==> config.mk <==
export PLATFORM = sky130hd
export DESIGN_NAME = regfile_wb_arbiter
export DESIGN_NICKNAME = d
export VERILOG_FILES = /design/src/rtl/regfile_wb_arbiter.sv
export SDC_FILE = /design/constraint.sdc
export NUM_CORES = 1
export LEC_CHECK = 0
export CELL_PAD_IN_SITES_DETAIL_PLACEMENT = 1
export CELL_PAD_IN_SITES_GLOBAL_PLACEMENT = 1
export CORE_ASPECT_RATIO = 1.25
export CORE_MARGIN = 3
export CORE_UTILIZATION = 32
export DETAILED_ROUTE_END_ITERATION = 10
export GPL_ROUTABILITY_DRIVEN = 1
export PLACE_DENSITY_LB_ADDON = 0.1
export SETUP_SLACK_MARGIN = 0.02
export SYNTH_ARGS = -nofsm -noshare
export SYNTH_HDL_FRONTEND = slang
export SYNTH_SLANG_ARGS = --single-unit
==> constraint.sdc <==
create_clock -name clk -period 3 [get_ports clk]
set_clock_uncertainty 0.15 [all_clocks]
set_input_delay 0.45 -clock clk [delete_from_list [all_inputs] [get_ports clk]]
set_output_delay 0.45 -clock clk [all_outputs]
set_load 0.05 [all_outputs]
==> src/rtl/regfile_wb_arbiter.sv <==
// Two-requester write-back arbiter feeding one register-file write port.
// Round-robin or fixed priority; zero-address writes are accepted and dropped.
module regfile_wb_arbiter #(
  parameter int unsigned FIXED_PRIO = 0
) (
  input  logic        clk,
  input  logic        rst,
  input  logic        req0_valid,
  input  logic [4:0]  req0_addr,
  input  logic [31:0] req0_data,
  output logic        req0_ready,
  input  logic        req1_valid,
  input  logic [4:0]  req1_addr,
  input  logic [31:0] req1_data,
  output logic        req1_ready,
  output logic        we,
  output logic [4:0]  wAddr,
  output logic [31:0] wData,
  input  logic [4:0]  rd_addr,
  output logic        rd_pending,
  output logic [15:0] wr_cnt
);

  typedef enum logic {
    LAST_REQ0 = 1'b0,
    LAST_REQ1 = 1'b1
  } last_e;

  last_e       last_q, last_d;
  logic        we_q, we_d;
  logic [4:0]  waddr_q, waddr_d;
  logic [31:0] wdata_q, wdata_d;
  logic [15:0] wr_cnt_q, wr_cnt_d;

  logic        grant0, grant1, xfer;
  logic [4:0]  sel_addr;
  logic [31:0] sel_data;

  always_comb begin
    grant0 = 1'b0;
    grant1 = 1'b0;
    // Grants are masked during reset so no transfer can occur on a reset edge.
    if (!rst) begin
      if (req0_valid && req1_valid) begin
        if (FIXED_PRIO != 0 || last_q == LAST_REQ1) grant0 = 1'b1;
        else                                        grant1 = 1'b1;
      end else begin
        grant0 = req0_valid;
        grant1 = req1_valid;
      end
    end

    xfer     = grant0 | grant1;
    sel_addr = grant1 ? req1_addr : req0_addr;
    sel_data = grant1 ? req1_data : req0_data;

    last_d = last_q;
    if (grant0) last_d = LAST_REQ0;
    if (grant1) last_d = LAST_REQ1;

    we_d     = xfer && (sel_addr != '0);
    waddr_d  = we_d ? sel_addr : waddr_q;
    wdata_d  = we_d ? sel_data : wdata_q;
    wr_cnt_d = wr_cnt_q + {15'd0, we_q};
  end

  always_ff @(posedge clk or posedge rst) begin
    if (rst) begin
      last_q   <= LAST_REQ1;
      we_q     <= 1'b0;
      waddr_q  <= '0;
      wdata_q  <= '0;
      wr_cnt_q <= '0;
    end else begin
      last_q   <= last_d;
      we_q     <= we_d;
      waddr_q  <= waddr_d;
      wdata_q  <= wdata_d;
      wr_cnt_q <= wr_cnt_d;
    end
  end

  always_comb begin
    rd_pending = 1'b0;
    if (rd_addr != '0) begin
      rd_pending = (req0_valid && (req0_addr == rd_addr)) ||
                   (req1_valid && (req1_addr == rd_addr)) ||
                   (we_q && (waddr_q == rd_addr));
    end
  end

  assign req0_ready = grant0;
  assign req1_ready = grant1;
  assign we         = we_q;
  assign wAddr      = waddr_q;
  assign wData      = wdata_q;
  assign wr_cnt     = wr_cnt_q;

endmodule

Yosys cells after proc, flatten, opt, wreduce, memory -nomap -nowiden
Index checks and enable logic that the tools add are counted.
{"block": "word_totals", "reg_bits": 55, "inputBits": 83, "output_inout_bits": 57, "wordCells": 31}
{"block": "classes", "n_addsub": 1, "eq_ne": 3, "mux": 11, "bitwise_logic": 1, "reduce_logical": 10}
{"operator": "$mux 32", "n": 1}
{"operator": "$add 16x1->16", "n": 1}
{"operator": "$eq 5x5->1", "n": 3}
{"operator": "$reduce_bool 5->1", "n": 2}
{"operator": "$mux 1", "n": 9}
{"operator": "$logic_and 1x1->1", "n": 5}
{"operator": "$mux 5", "n": 1}
{"operator": "$logic_or 1x1->1", "n": 2}
{"operator": "$reduce_bool 2->1", "n": 1}
{"operator": "$or 1x1->1", "n": 1}

Longest topological paths before layout
Gate-level depths: netlist (run 1).
{"block": "logic_depth", "ltp_word": 6, "depth_mapped": 7}

Least setup slack after synthesis (run 1)
OpenSTA, ideal clock, no wires.
{"block": "synth_path", "path_kind": "input port to output port", "startpoint": "input port rst", "endpoint": "output port req0_ready", "t_arrival_ns": 2.745, "t_required_ns": 2.400, "setup_slack_ns": -0.345, "path_stages": 3, "path_cell_list": "inv_1 > o21ai_2 > nor2_1"}
{"block": "synth_between", "elab_chain_cells": 1}
{"item": "start, declared", "line": "7", "text": "input logic rst,"}
{"item": "$mux 1", "line": "43", "text": "if (!rst) begin"}
{"item": "end, declared", "line": "11", "text": "output logic req0_ready,"}
No other way between the ends.

Worst setup path after layout (run 1)
{"block": "layout_path", "startpoint": "input port req1_valid", "endpoint": "output port req0_ready"}
{"block": "layout_between", "elab_chain_cells": 3}
{"item": "start, declared", "line": "12", "text": "input logic req1_valid,"}
{"item": "$logic_and 1x1->1", "line": "44", "text": "if (req0_valid && req1_valid) begin"}
{"item": "$mux 1", "line": "44"}
{"item": "$mux 1", "line": "43"}
No other way between the ends.

==> results of run 1 <==
==> cell type report <==
type	count	share of cell area, %
Sequential cell	55	28.45
Clock inverter	2	0.7235
Timing Repair Buffer	152	32.14
Clock buffer	6	2.868
Inverter	7	0.6202
Multi-Input combinational cell	164	32.02
Tap cell	123	3.178
==> cell usage in the layout (no fill, tap or decap), types with 3 or more instances in the layout <==
cell | Yosys | layout
mux2i_1 | 3 | 3
buf_12 | 0 | 6
a21oi_1 | 4 | 4
dfrtp_1 | 54 | 54
nand4_1 | 3 | 3
mux2_4 | 28 | 28
inv_1 | 7 | 6
nand2_1 | 6 | 6
nor3_1 | 4 | 4
clkdlybuf4s50_1 | 0 | 136
mux2_2 | 36 | 36
nor4_1 | 3 | 3
xnor2_1 | 11 | 11
nor2_1 | 9 | 9
xor2_1 | 18 | 18
clkbuf_16 | 0 | 5
o22ai_1 | 3 | 3
nand3_1 | 6 | 6
buf_4 | 0 | 10
==> registers in the layout, indices dropped and copies added (netlist names) <==
name,flops
wData,32
wr_cnt,16
wAddr,5
last_q,1
we,1
==> metal layers <==
layer / routed length [um] / track usage (%) / part of all wire, %
met1: 3340 / 18.57 / 39
met2: 4710 / 30.75 / 55
met3: 524 / 3.813 / 6.1
met4: 52 / 3.519 / 0.60
met5: 0 / 0 / 0
==> stage by stage <==
stage / total power, uW / setup slack (ps) / instances / hold WS [ps] / utilization [%]
2_1_floorplan: 1720 / 344.0 / 235 / 350.0 / -
6_report: 2855 / 202.1 / 509 / 319.3 / 52.78
5_1_grt: 2991 / 40.26 / 509 / 334.9 / 52.78
3_5_place_dp: 2211 / 128.3 / 501 / 314.2 / 50.89
4_1_cts: 2902 / 180.2 / 509 / 328.3 / 52.78
3_3_place_gp: 2193 / 165.6 / 501 / 311.2 / 50.89
==> how the worst max path moves through the flow <==
| stage | startpoint | endpoint | slack, ps | cells after the start |
|---|---|---|---|---|
| floorplan | rst | req0_ready | 340 | 3 |
| global placement | req1_valid | wData[12] | 170 | 7 |
| detailed placement | req1_valid | wData[11] | 130 | 6 |
| CTS | req1_valid | req0_ready | 180 | 6 |
| global route | req1_valid | req0_ready | 40 | 6 |
| finish | req1_valid | req0_ready | 200 | 6 |
==> power breakdown <==
part	internal, uW	leakage [uW]	switching (uW)
Combinational	519	0.00127	691
Clock	415	0.0000868	257
Sequential	871	0.000671	102
==> cell families (layout without fill, tap and decap cells) <==
group | count (synthesis) | after routing | synth area share (%)
and+or+nand+nor | 45 | 45 | 8.071
buffers and inverters | 16 | 167 | 3.187
adders and majority gates | 2 | 2 | 0.8277
AOI/OAI and AO/OA | 21 | 21 | 5.629
DFF | 55 | 55 | 45.57
xor gates and xnor gates | 29 | 29 | 8.402
muxes | 67 | 67 | 28.31
==> impl_metrics.env, run 1 <==
export IMPL_postSynth_asyncResetShare_pct=100.0
export IMPL_path_class="in -> out"
export IMPL_synth_top_area_share_pct=44.70
export IMPL_synth_area_um2=3023
export IMPL_crit_arrival_ps=2200
export IMPL_insertion_delay_ps=280
export IMPL_cts_sinks=55
export IMPL_tightest_slew_ps=719.7
export IMPL_maxSlewViolCount=0
export IMPL_grt_overflow=0
export IMPL_place_gp_congestion=0.7406
export IMPL_synth_seq_cells=55
export IMPL_grt_pass1_wl_mm=13.82
export IMPL_regArea_um2=1378
export IMPL_worstHoldPathType="reg -> reg"
export IMPL_core_area_um2=9174
export IMPL_reg2reg_to="wData[0]"
export IMPL_routed_wl_mm=8.627
export IMPL_wl_per_cell_um=16.95
export IMPL_drtIter0Drc=53
export IMPL_grt_usage_pct=16.32
export IMPL_ctsResizeCount=0
export IMPL_post_cts_buffers=0
export IMPL_min_to="wr_cnt[15]"
export IMPL_timing_final_crit_share_pct=93.26
export IMPL_syn_instance_count=235
export IMPL_via_count=2396
export IMPL_fp_dieArea_um2=10660
export IMPL_critical_path_startpoint_type="input pin"
export IMPL_antenna_found_initial=0
export IMPL_max_stage_delay_ps=480
export IMPL_grt_pass1_vias=2590
export IMPL_holdBufCountCts=0
export IMPL_synth_edf_count=0
export IMPL_start_util_pct=32.95
export IMPL_max_vdd_ir_drop_uv=259.5
export IMPL_multi_input_area_um2=1550
export IMPL_final_fill_count=1006
export IMPL_reg2reg_depth=6
export IMPL_p_per_area_nw_per_um2=589.7
export IMPL_path_clk_slew_ps=70
export IMPL_p_leak_uw=0.002027
export IMPL_status="finished, final reports clean"
export IMPL_die_y_um=114.7
export IMPL_port_buffers=139
export IMPL_dieWidth_um=92.93
export IMPL_synth_cell_types=38
export IMPL_worstPathMaxFanout=27
export IMPL_maxCapViolCount=0
export IMPL_hp_start="wr_cnt[15]"
export IMPL_maxSlewHeadroom_pct=52.02
export IMPL_n_antenna_cell=0
export IMPL_synth_warning_count=0
export IMPL_cpLargestDelayFamily="buffers and inverters"
export IMPL_first_pass_iters=3
export IMPL_synthTopCellsByCount="54 x dfrtp_1, 36 x mux2_2, 28 x mux2_4"
export IMPL_syn_nets=320
export IMPL_cts_tree="yes"
export IMPL_min_path_cells=1
export IMPL_r2r_start="last_q"
export IMPL_avgSynthCellArea_um2=12.86
export IMPL_regToRegSetupSlack_ps=800
export IMPL_crit_chain="clkdlybuf4s50_1 > nor2b_1 > and2_2 > buf_12 > nor2_1 > buf_4"
export IMPL_hold_viol=0
export IMPL_fin_crit_ps=2798
export IMPL_rsz0062_at_grt="false"
export IMPL_vias_per_cell=4.707
export IMPL_final_area_um2=4842
export IMPL_worst_setup_path_end_kind="primary output"
export IMPL_synth_top_cell_by_area="dfrtp_1"
export IMPL_yosysMostFrequentCell="dfrtp_1"
export IMPL_postRouteAntennaNets=0
export IMPL_ys_seq_area_share_pct=45.57
export IMPL_synth_area_leaders="dfrtp_1 45%, mux2_4 14%, mux2_2 13%, xor2_1 5.2%, xnor2_1 3.2%"
export IMPL_crit_slowest_cell="nor2b_1"
export IMPL_crit_required_ps=2400
export IMPL_cts_buffer_depth=2
export IMPL_num_rows=39
export IMPL_post_route_drc_count=0
export IMPL_boundaryPins=140
export IMPL_cts_buffers=5
export IMPL_layout_nets=470
export IMPL_htreeDepth=2
export IMPL_final_setup_tns_ps=0
export IMPL_maxClockFrequency_mhz=357.4
export IMPL_place_hpwl_mm=6.818
export IMPL_syn_to_final_growth_pct=60.18
export IMPL_grt_start_max_net_pins=56
export IMPL_drive_above_1_share_pct=25.91
export IMPL_place_area_um2=4668
export IMPL_ys_flop_type="dfrtp_1"
export IMPL_cts_root_buf="clkbuf_16"
export IMPL_cp_buffers_inverters=3
export IMPL_setup_viol=0
Power figures use the tool's default switching activity.
==> run 2, diff against run 1 <==
--- a/config.mk
+++ b/config.mk
@@ -13,6 +13,7 @@
 export DETAILED_ROUTE_END_ITERATION = 10
 export GPL_ROUTABILITY_DRIVEN = 1
 export PLACE_DENSITY_LB_ADDON = 0.1
+export RECOVER_POWER = 50
 export SETUP_SLACK_MARGIN = 0.02
 export SYNTH_ARGS = -nofsm -noshare
 export SYNTH_HDL_FRONTEND = slang
==> impl_metrics.env, run 2 (same netlist as run 1, synthesis figures left out) <==
export IMPL_tightest_slew_ps=1396
export IMPL_postRouteAntennaNets=0
export IMPL_netSwitchingFraction_pct=36.89
export IMPL_cp_startpoint="req1_valid"
export IMPL_layout_nets=470
export IMPL_via_count=2402
export IMPL_wl_per_cell_um=16.94
export IMPL_start_util_pct=32.95
export IMPL_final_util_pct=52.71
export IMPL_core_area_um2=9174
export IMPL_maxSlewViolCount=0
export IMPL_port_buffers=139
export IMPL_maxCapViolCount=0
export IMPL_crit_required_ps=2400
export IMPL_final_setup_tns_ps=0
export IMPL_rsz0062_at_grt="false"
export IMPL_syn_to_final_growth_pct=59.98
export IMPL_grt_start_max_net_pins=56
export IMPL_r2r_start="last_q"
export IMPL_fp_dieArea_um2=10660
export IMPL_dieWidth_um=92.93
export IMPL_cts_buffers=5
export IMPL_critical_path_startpoint_type="input pin"
export IMPL_largest_reg_flops=32
export IMPL_drive_above_1_share_pct=25.65
export IMPL_p_int_uw=1793
export IMPL_dpl_worst_slack_ps=128.3
export IMPL_layout_commonest_cell="clkdlybuf4s50_1"
export IMPL_post_cts_buffers=0
export IMPL_final_cell_mix="123 x clkdlybuf4s50_1, 54 x dfrtp_1, 36 x mux2_2, 28 x mux2_4, 18 x xor2_1"
export IMPL_place_gp_congestion=0.7406
export IMPL_seqPwrFrac_pct=34.2
export IMPL_path_clk_slew_ps=70
export IMPL_final_area_um2=4836
export IMPL_die_y_um=114.7
export IMPL_insertion_delay_ps=280
export IMPL_holdBufCountCts=0
export IMPL_fin_crit_ps=2798
export IMPL_place_hpwl_mm=6.818
export IMPL_boundaryPins=140
export IMPL_cts_buffer_depth=2
export IMPL_status="finished, final reports clean"
export IMPL_p_per_area_nw_per_um2=587.7
export IMPL_path_class="in -> out"
export IMPL_reg2reg_to="wData[0]"
export IMPL_grt_usage_pct=16.32
export IMPL_htreeDepth=2
export IMPL_drtIter0Drc=53
export IMPL_layout_setup_ws_ps=201.7
export IMPL_max_vdd_ir_drop_uv=259.3
export IMPL_timing_final_crit_share_pct=93.28
export IMPL_maxClockFrequency_mhz=357.4
export IMPL_post_route_drc_count=0
export IMPL_worstHoldPathType="reg -> reg"
export IMPL_p_leak_uw=0.002027
export IMPL_place_area_um2=4668
export IMPL_hold_viol=0
export IMPL_crit_arrival_ps=2200
export IMPL_n_antenna_cell=0
export IMPL_grt_pass1_wl_mm=13.82
export IMPL_min_path_cells=1
export IMPL_grt_pass1_vias=2590
export IMPL_vias_per_cell=4.719
export IMPL_worstPathMaxFanout=27
export IMPL_worst_setup_path_end_kind="primary output"
export IMPL_p_switching_uw=1048
export IMPL_power_uw=2842
export IMPL_setup_viol=0
export IMPL_antenna_found_initial=0
export IMPL_cts_sinks=55
export IMPL_crit_path_end="req0_ready"
export IMPL_comb_power_share_pct=42.1
export IMPL_cts_root_buf="clkbuf_16"
export IMPL_routed_wl_mm=8.623
export IMPL_clock_power_share_pct=23.7
export IMPL_cts_tree="yes"
export IMPL_first_pass_iters=3
export IMPL_reg2reg_depth=6
export IMPL_regToRegSetupSlack_ps=800
export IMPL_ctsResizeCount=0
export IMPL_maxSlewHeadroom_pct=6.918
export IMPL_num_rows=39
export IMPL_grt_overflow=0
## run 2: cell types whose count changed in the layout (fill, tap and decap cells not counted)
cell	change
clkdlybuf4s50_1	-13
dlygate4sd3_1	+13
buf_4	-2
clkbuf_1	+1
clkbuf_2	+1
## run 2: layout make-up
type                            count  area [um^2]
Clock buffer                        6        138.9
Multi-Input combinational cell    164         1550
Clock inverter                      2        35.03
Fill cell                        1004         4338
Timing Repair Buffer              152         1550
Inverter                            7        30.03
Sequential cell                    55         1378
Tap cell                          123        153.9
## run 2: how the worst min path moves through the flow
stage	start	endpoint	slack [ps]
6_report	wr_cnt[15]	wr_cnt[15]	320
2_1_floorplan	last_q	last_q	350
3_5_place_dp	wr_cnt[15]	wr_cnt[15]	310
4_1_cts	wr_cnt[15]	wr_cnt[15]	330
3_3_place_gp	wr_cnt[15]	wr_cnt[15]	310
5_1_grt	wr_cnt[15]	wr_cnt[15]	330
## run 2: critical path: stages
cell and delay [ps]:
clkdlybuf4s50_1 470, nor2b_1 480, and2_2 320, buf_12 210
nor2_1 60, buf_4 190
## run 2: metrics by stage
step / cells / hold slack (ps)
after floorplan: 235 / 350.0
after global placement: 501 / 311.2
after detailed placement: 501 / 314.2
after CTS: 509 / 328.3
after global routing: 509 / 334.9
final: 509 / 319.3
## run 2: metal layers
layer,track usage [%],part of all wire [%]
met1,18.57,39
met2,30.75,55
met3,3.813,6.0
met4,3.519,0.60
met5,0,0
## run 2: power groups by stage
stage | combinational (uW) | clock (uW) | sequential (uW)
after CTS | 1230 | 700 | 976
final | 1200 | 673 | 972
after global routing | 1260 | 724 | 995
after detailed placement | 1220 | 0 | 989
after global placement | 1210 | 0 | 986
after floorplan | 301 | 0 | 1420
==> run 3, diff against run 2 <==
--- a/config.mk
+++ b/config.mk
@@ -12,7 +12,7 @@
 export CORE_UTILIZATION = 32
 export DETAILED_ROUTE_END_ITERATION = 10
 export GPL_ROUTABILITY_DRIVEN = 1
-export PLACE_DENSITY_LB_ADDON = 0.1
+export PLACE_DENSITY = 0.78
 export RECOVER_POWER = 50
 export SETUP_SLACK_MARGIN = 0.02
 export SYNTH_ARGS = -nofsm -noshare
==> impl_metrics.env, run 3 (same netlist as run 1, synthesis figures left out) <==
export IMPL_status="finished, final reports clean"
export IMPL_timing_final_crit_share_pct=90.31
export IMPL_cp_buffers_inverters=3
export IMPL_vias_per_cell=4.784
export IMPL_dp_cells=497
export IMPL_drtIter0Drc=41
export IMPL_crit_required_ps=2400
export IMPL_comb_power_share_pct=43.2
export IMPL_crit_chain="dlygate4sd3_1 > nor2b_1 > and2_2 > buf_12 > nor2_1 > buf_4"
export IMPL_cts_root_buf="clkbuf_16"
export IMPL_max_stage_delay_ps=600
export IMPL_grt_overflow=0
export IMPL_final_instance_count_excl_fill=505
export IMPL_cts_sinks=55
export IMPL_tightest_slew_ps=1420
export IMPL_post_route_drc_count=0
export IMPL_htreeDepth=2
export IMPL_hold_slack_ps=327.8
export IMPL_grt_pass1_vias=2691
export IMPL_maxClockFrequency_mhz=369.1
export IMPL_wl_per_cell_um=17.55
export IMPL_port_buffers=139
export IMPL_boundaryPins=140
export IMPL_regArea_um2=1378
export IMPL_largest_reg_flops=32
export IMPL_fp_dieArea_um2=10660
export IMPL_ctsResizeCount=0
export IMPL_post_cts_buffers=0
export IMPL_final_cell_mix="124 x clkdlybuf4s50_1, 54 x dfrtp_1, 36 x mux2_2, 28 x mux2_4, 18 x xor2_1"
export IMPL_grt_pass1_wl_mm=13.94
export IMPL_path_class="in -> out"
export IMPL_multi_input_area_um2=1550
export IMPL_insertion_delay_ps=290
export IMPL_place_gp_congestion=0.8581
export IMPL_postRouteAntennaNets=0
export IMPL_rsz0062_at_grt="false"
export IMPL_fin_crit_ps=2709
export IMPL_hold_viol=0
export IMPL_layout_commonest_cell="clkdlybuf4s50_1"
export IMPL_path_clk_slew_ps=70
export IMPL_p_leak_uw=0.001994
export IMPL_syn_to_final_growth_pct=57.82
export IMPL_via_count=2416
export IMPL_crit_slowest_cell="dlygate4sd3_1"
export IMPL_final_fill_count=980
export IMPL_layout_nets=466
export IMPL_core_area_um2=9174
export IMPL_start_util_pct=32.95
export IMPL_worst_setup_path_end_kind="primary output"
export IMPL_drive_above_1_share_pct=25.13
export IMPL_crit_arrival_ps=2110
export IMPL_place_hpwl_mm=6.991
export IMPL_final_setup_tns_ps=0
export IMPL_worstPathMaxFanout=27
export IMPL_die_y_um=114.7
export IMPL_maxSlewHeadroom_pct=5.362
export IMPL_worstHoldPathType="reg -> reg"
export IMPL_first_pass_iters=4
export IMPL_critical_path_startpoint_type="input pin"
export IMPL_grt_start_max_net_pins=56
export IMPL_p_int_uw=1685
export IMPL_p_per_area_nw_per_um2=577.3
export IMPL_n_antenna_cell=0
export IMPL_cts_tree="yes"
export IMPL_seqPwrFrac_pct=35.3
export IMPL_dieWidth_um=92.93
export IMPL_maxCapViolCount=0
export IMPL_cts_buffer_depth=2
export IMPL_p_switching_uw=1069
export IMPL_grt_usage_pct=16.57
export IMPL_cts_buffers=5
export IMPL_max_vdd_ir_drop_uv=256.2
export IMPL_num_rows=39
export IMPL_clock_power_share_pct=21.5
export IMPL_routed_wl_mm=8.863
export IMPL_netSwitchingFraction_pct=38.82
export IMPL_holdBufCountCts=0
export IMPL_cpLargestDelayFamily="buffers and inverters"
export IMPL_maxSlewViolCount=0
export IMPL_setup_viol=0
export IMPL_antenna_found_initial=0
-- run 3: area by class of cell --
class / instances / share of cell area (%)
repair buffers: 148 / 31.68
multi-input cells: 164 / 32.49
inverters: 7 / 0.6294
flip-flops and latches: 55 / 28.87
clock inverters: 3 / 0.4721
well taps: 123 / 3.226
clock buffers: 5 / 2.623
-- run 3: final timing paths --
path                                  from         end  slack, ps  depth (start not counted)
max in group asynchronous              rst    wData[1]        790                          3
worst min-delay path            wr_cnt[15]  wr_cnt[15]        330                          1
worst max-delay path                   rst  req0_ready        290                          6
worst min register to register  wr_cnt[15]  wr_cnt[15]        330                          1
min in group asynchronous              rst   wr_cnt[1]       1050                          3
worst max register to register      last_q   wData[31]        800                          6
-- run 3: power groups by stage --
stage	logic, uW	registers (uW)	clock network, uW
after floorplan	301	1420	0
after global placement	1190	984	0
after detailed placement	1210	989	0
after CTS	1220	977	620
after global routing	1250	993	650
final	1190	972	593
-- run 3: through the flow --
step           setup WS [ps]  area [um^2]  utilization (%)  total power [uW]
6_report               290.7         4771            52.00              2754
5_1_grt                182.1         4771            52.00              2888
4_1_cts                309.0         4773            52.03              2813
3_5_place_dp           209.0         4626            50.42              2203
3_3_place_gp           239.9         4626            50.42              2178
2_1_floorplan          344.0         3027                -              1720
-- run 3: worst register-to-register path: stages, from the launching register on --
cell	delay (ps)
dfstp_2	540
nand2_2	60
and2_2	240
buf_12	180
a211oi_4	280
buf_12	270
mux2_2	370
-- run 3: layer usage --
layer	share of wire [%]	up-vias	global-route usage (%)
li1	-	1128	-
met1	38	1194	19.35
met2	55	85	30.37
met3	6.1	9	3.682
met4	1.2	0	4.399
met5	0	-	0
==> RTL change: new RTL, flow settings as in run 3 <==
Take the reset off `waddr_q` and `wdata_q` and load them in a clocked block of their own.
--- a/src/rtl/regfile_wb_arbiter.sv
+++ b/src/rtl/regfile_wb_arbiter.sv
@@ -69,14 +69,15 @@
       last_q   <= LAST_REQ1;
       we_q     <= 1'b0;
-      waddr_q  <= '0;
-      wdata_q  <= '0;
       wr_cnt_q <= '0;
     end else begin
       last_q   <= last_d;
       we_q     <= we_d;
-      waddr_q  <= waddr_d;
-      wdata_q  <= wdata_d;
       wr_cnt_q <= wr_cnt_d;
     end
+  end
+
+  always_ff @(posedge clk) begin
+    waddr_q <= waddr_d;
+    wdata_q <= wdata_d;
   end
 
Formal check against the unedited RTL: differs if rst is asserted again (counterexample within 4 cycles, from zero or initial values and one cycle with rst high); with rst held inactive, the same outputs for 10 cycles.
==> RTL change against run 3 <==
  * Core utilization up 0.92 points
  * Total power is 24% lower
  * Routed wire length down 20%
  * Synthesized cell count shrank 29%
  * Synthesized area is 14% lower
  * Sequential cell count stayed put
  * Worst setup slack improved by 17 ps
  * First-iteration DRC count shrank 20%
  * Critical endpoint is now rd_pending
  * Cell area fell by 13%
==> RTL change: results (changes against run 3) <==
Post-Layout Cell Count -> 408 (-19%)
Leak Pwr -> 1.59 nW (-20%)
TritonRoute pass-1 iters -> 3 (-1)
via/cell ratio -> 4.69 (-1.9%)
hold_ws -> 347 ps (+19.2 ps)
Post-Synth Adder-Cell Area -> 0.00958 (+0.00130)
status -> finished, final reports clean
EDFF count, synth -> 37 (+37)
Worst setup endpoint -> rd_pending
vias in the first global route -> 2122 (-21%)
Cells after DPL -> 400 (-20%)
placer congestion estimate -> 0.814 (-5.2%)
R2R setup slack -> 980 ps (+180 ps)
worst slack, placed -> 291 ps (+81.7 ps)
share of layout cells above drive strength 1 -> 0.105 (-0.146)
maximum resistive drop on vdd -> 0.000526 V (+110%)
Synth Instances -> 167 (-29%)
Synth Net Count -> 252 (-21%)
Crit-path slowest cell -> clkdlybuf4s50_1
CP startpoint -> rd_addr[3]
ranking of synthesized cells by area -> edfxtp_1, dfrtp_1, mux2_4, mux2_2, xor2_1
DP Wirelength -> 5.58 mm (-20%)
post-synthesis xor/xnor area fraction -> 0.0973 (+0.0132)
root buffer selected by CTS -> clkbuf_8
cells on worst reg2reg path -> 4 (-2)
Yosys cell types -> 27 (-29%)
multiplexer share of the synthesized area -> 0.192 (-0.0910)
fill count -> 798 (-19%)
[RTL change: worst register-to-register path: cells and delay by family, from the launching register on]
kind / cells / cell delay [ps]
muxes: 1 / 360
DFF: 1 / 560
buffers and inverters: 1 / 180
AOI/OAI and AO/OA: 2 / 470
[RTL change: area by class of cell]
| class | count | area [um2] | share of cell area |
|---|---|---|---|
| Inverter | 3 | 11.3 | 0.00270 |
| Tap cell | 95 | 119 | 0.0285 |
| Multi-Input combinational cell | 105 | 928 | 0.223 |
| Timing Repair Buffer | 142 | 1470 | 0.351 |
| Clock inverter | 2 | 12.5 | 0.00300 |
| Sequential cell | 55 | 1560 | 0.375 |
| Clock buffer | 6 | 72.6 | 0.0174 |
[RTL change: where the power goes]
part | leakage (nW) | internal (mW) | total [mW] | switching, mW
logic | 0.963 | 0.304 | 0.719 | 0.415
clock network | 0.0412 | 0.164 | 0.405 | 0.241
registers | 0.590 | 0.904 | 0.964 | 0.0598
total | 1.59 | 1.37 | 2.09 | 0.716
[RTL change: routing by layer]
| layer | track usage | vias to the layer above | routed length [um] |
|---|---|---|---|
| met5 | 0 | - | 0 |
| li1 | - | 907 | - |
| met4 | 0.0401 | 0 | 92 |
| met2 | 0.293 | 86 | 3850 |
| met3 | 0.0561 | 8 | 634 |
| met1 | 0.157 | 914 | 2490 |
[RTL change: cells by family (layout without fill, tap and decap cells)]
kind of cell    count (synthesis)  count (layout)
flops                          55              55
mux                            38              38
simple gates                   30              30
xor+xnor                       29              29
buf+inv                         7             153
compound gates                  6               6
fa+ha+maj                       2               2
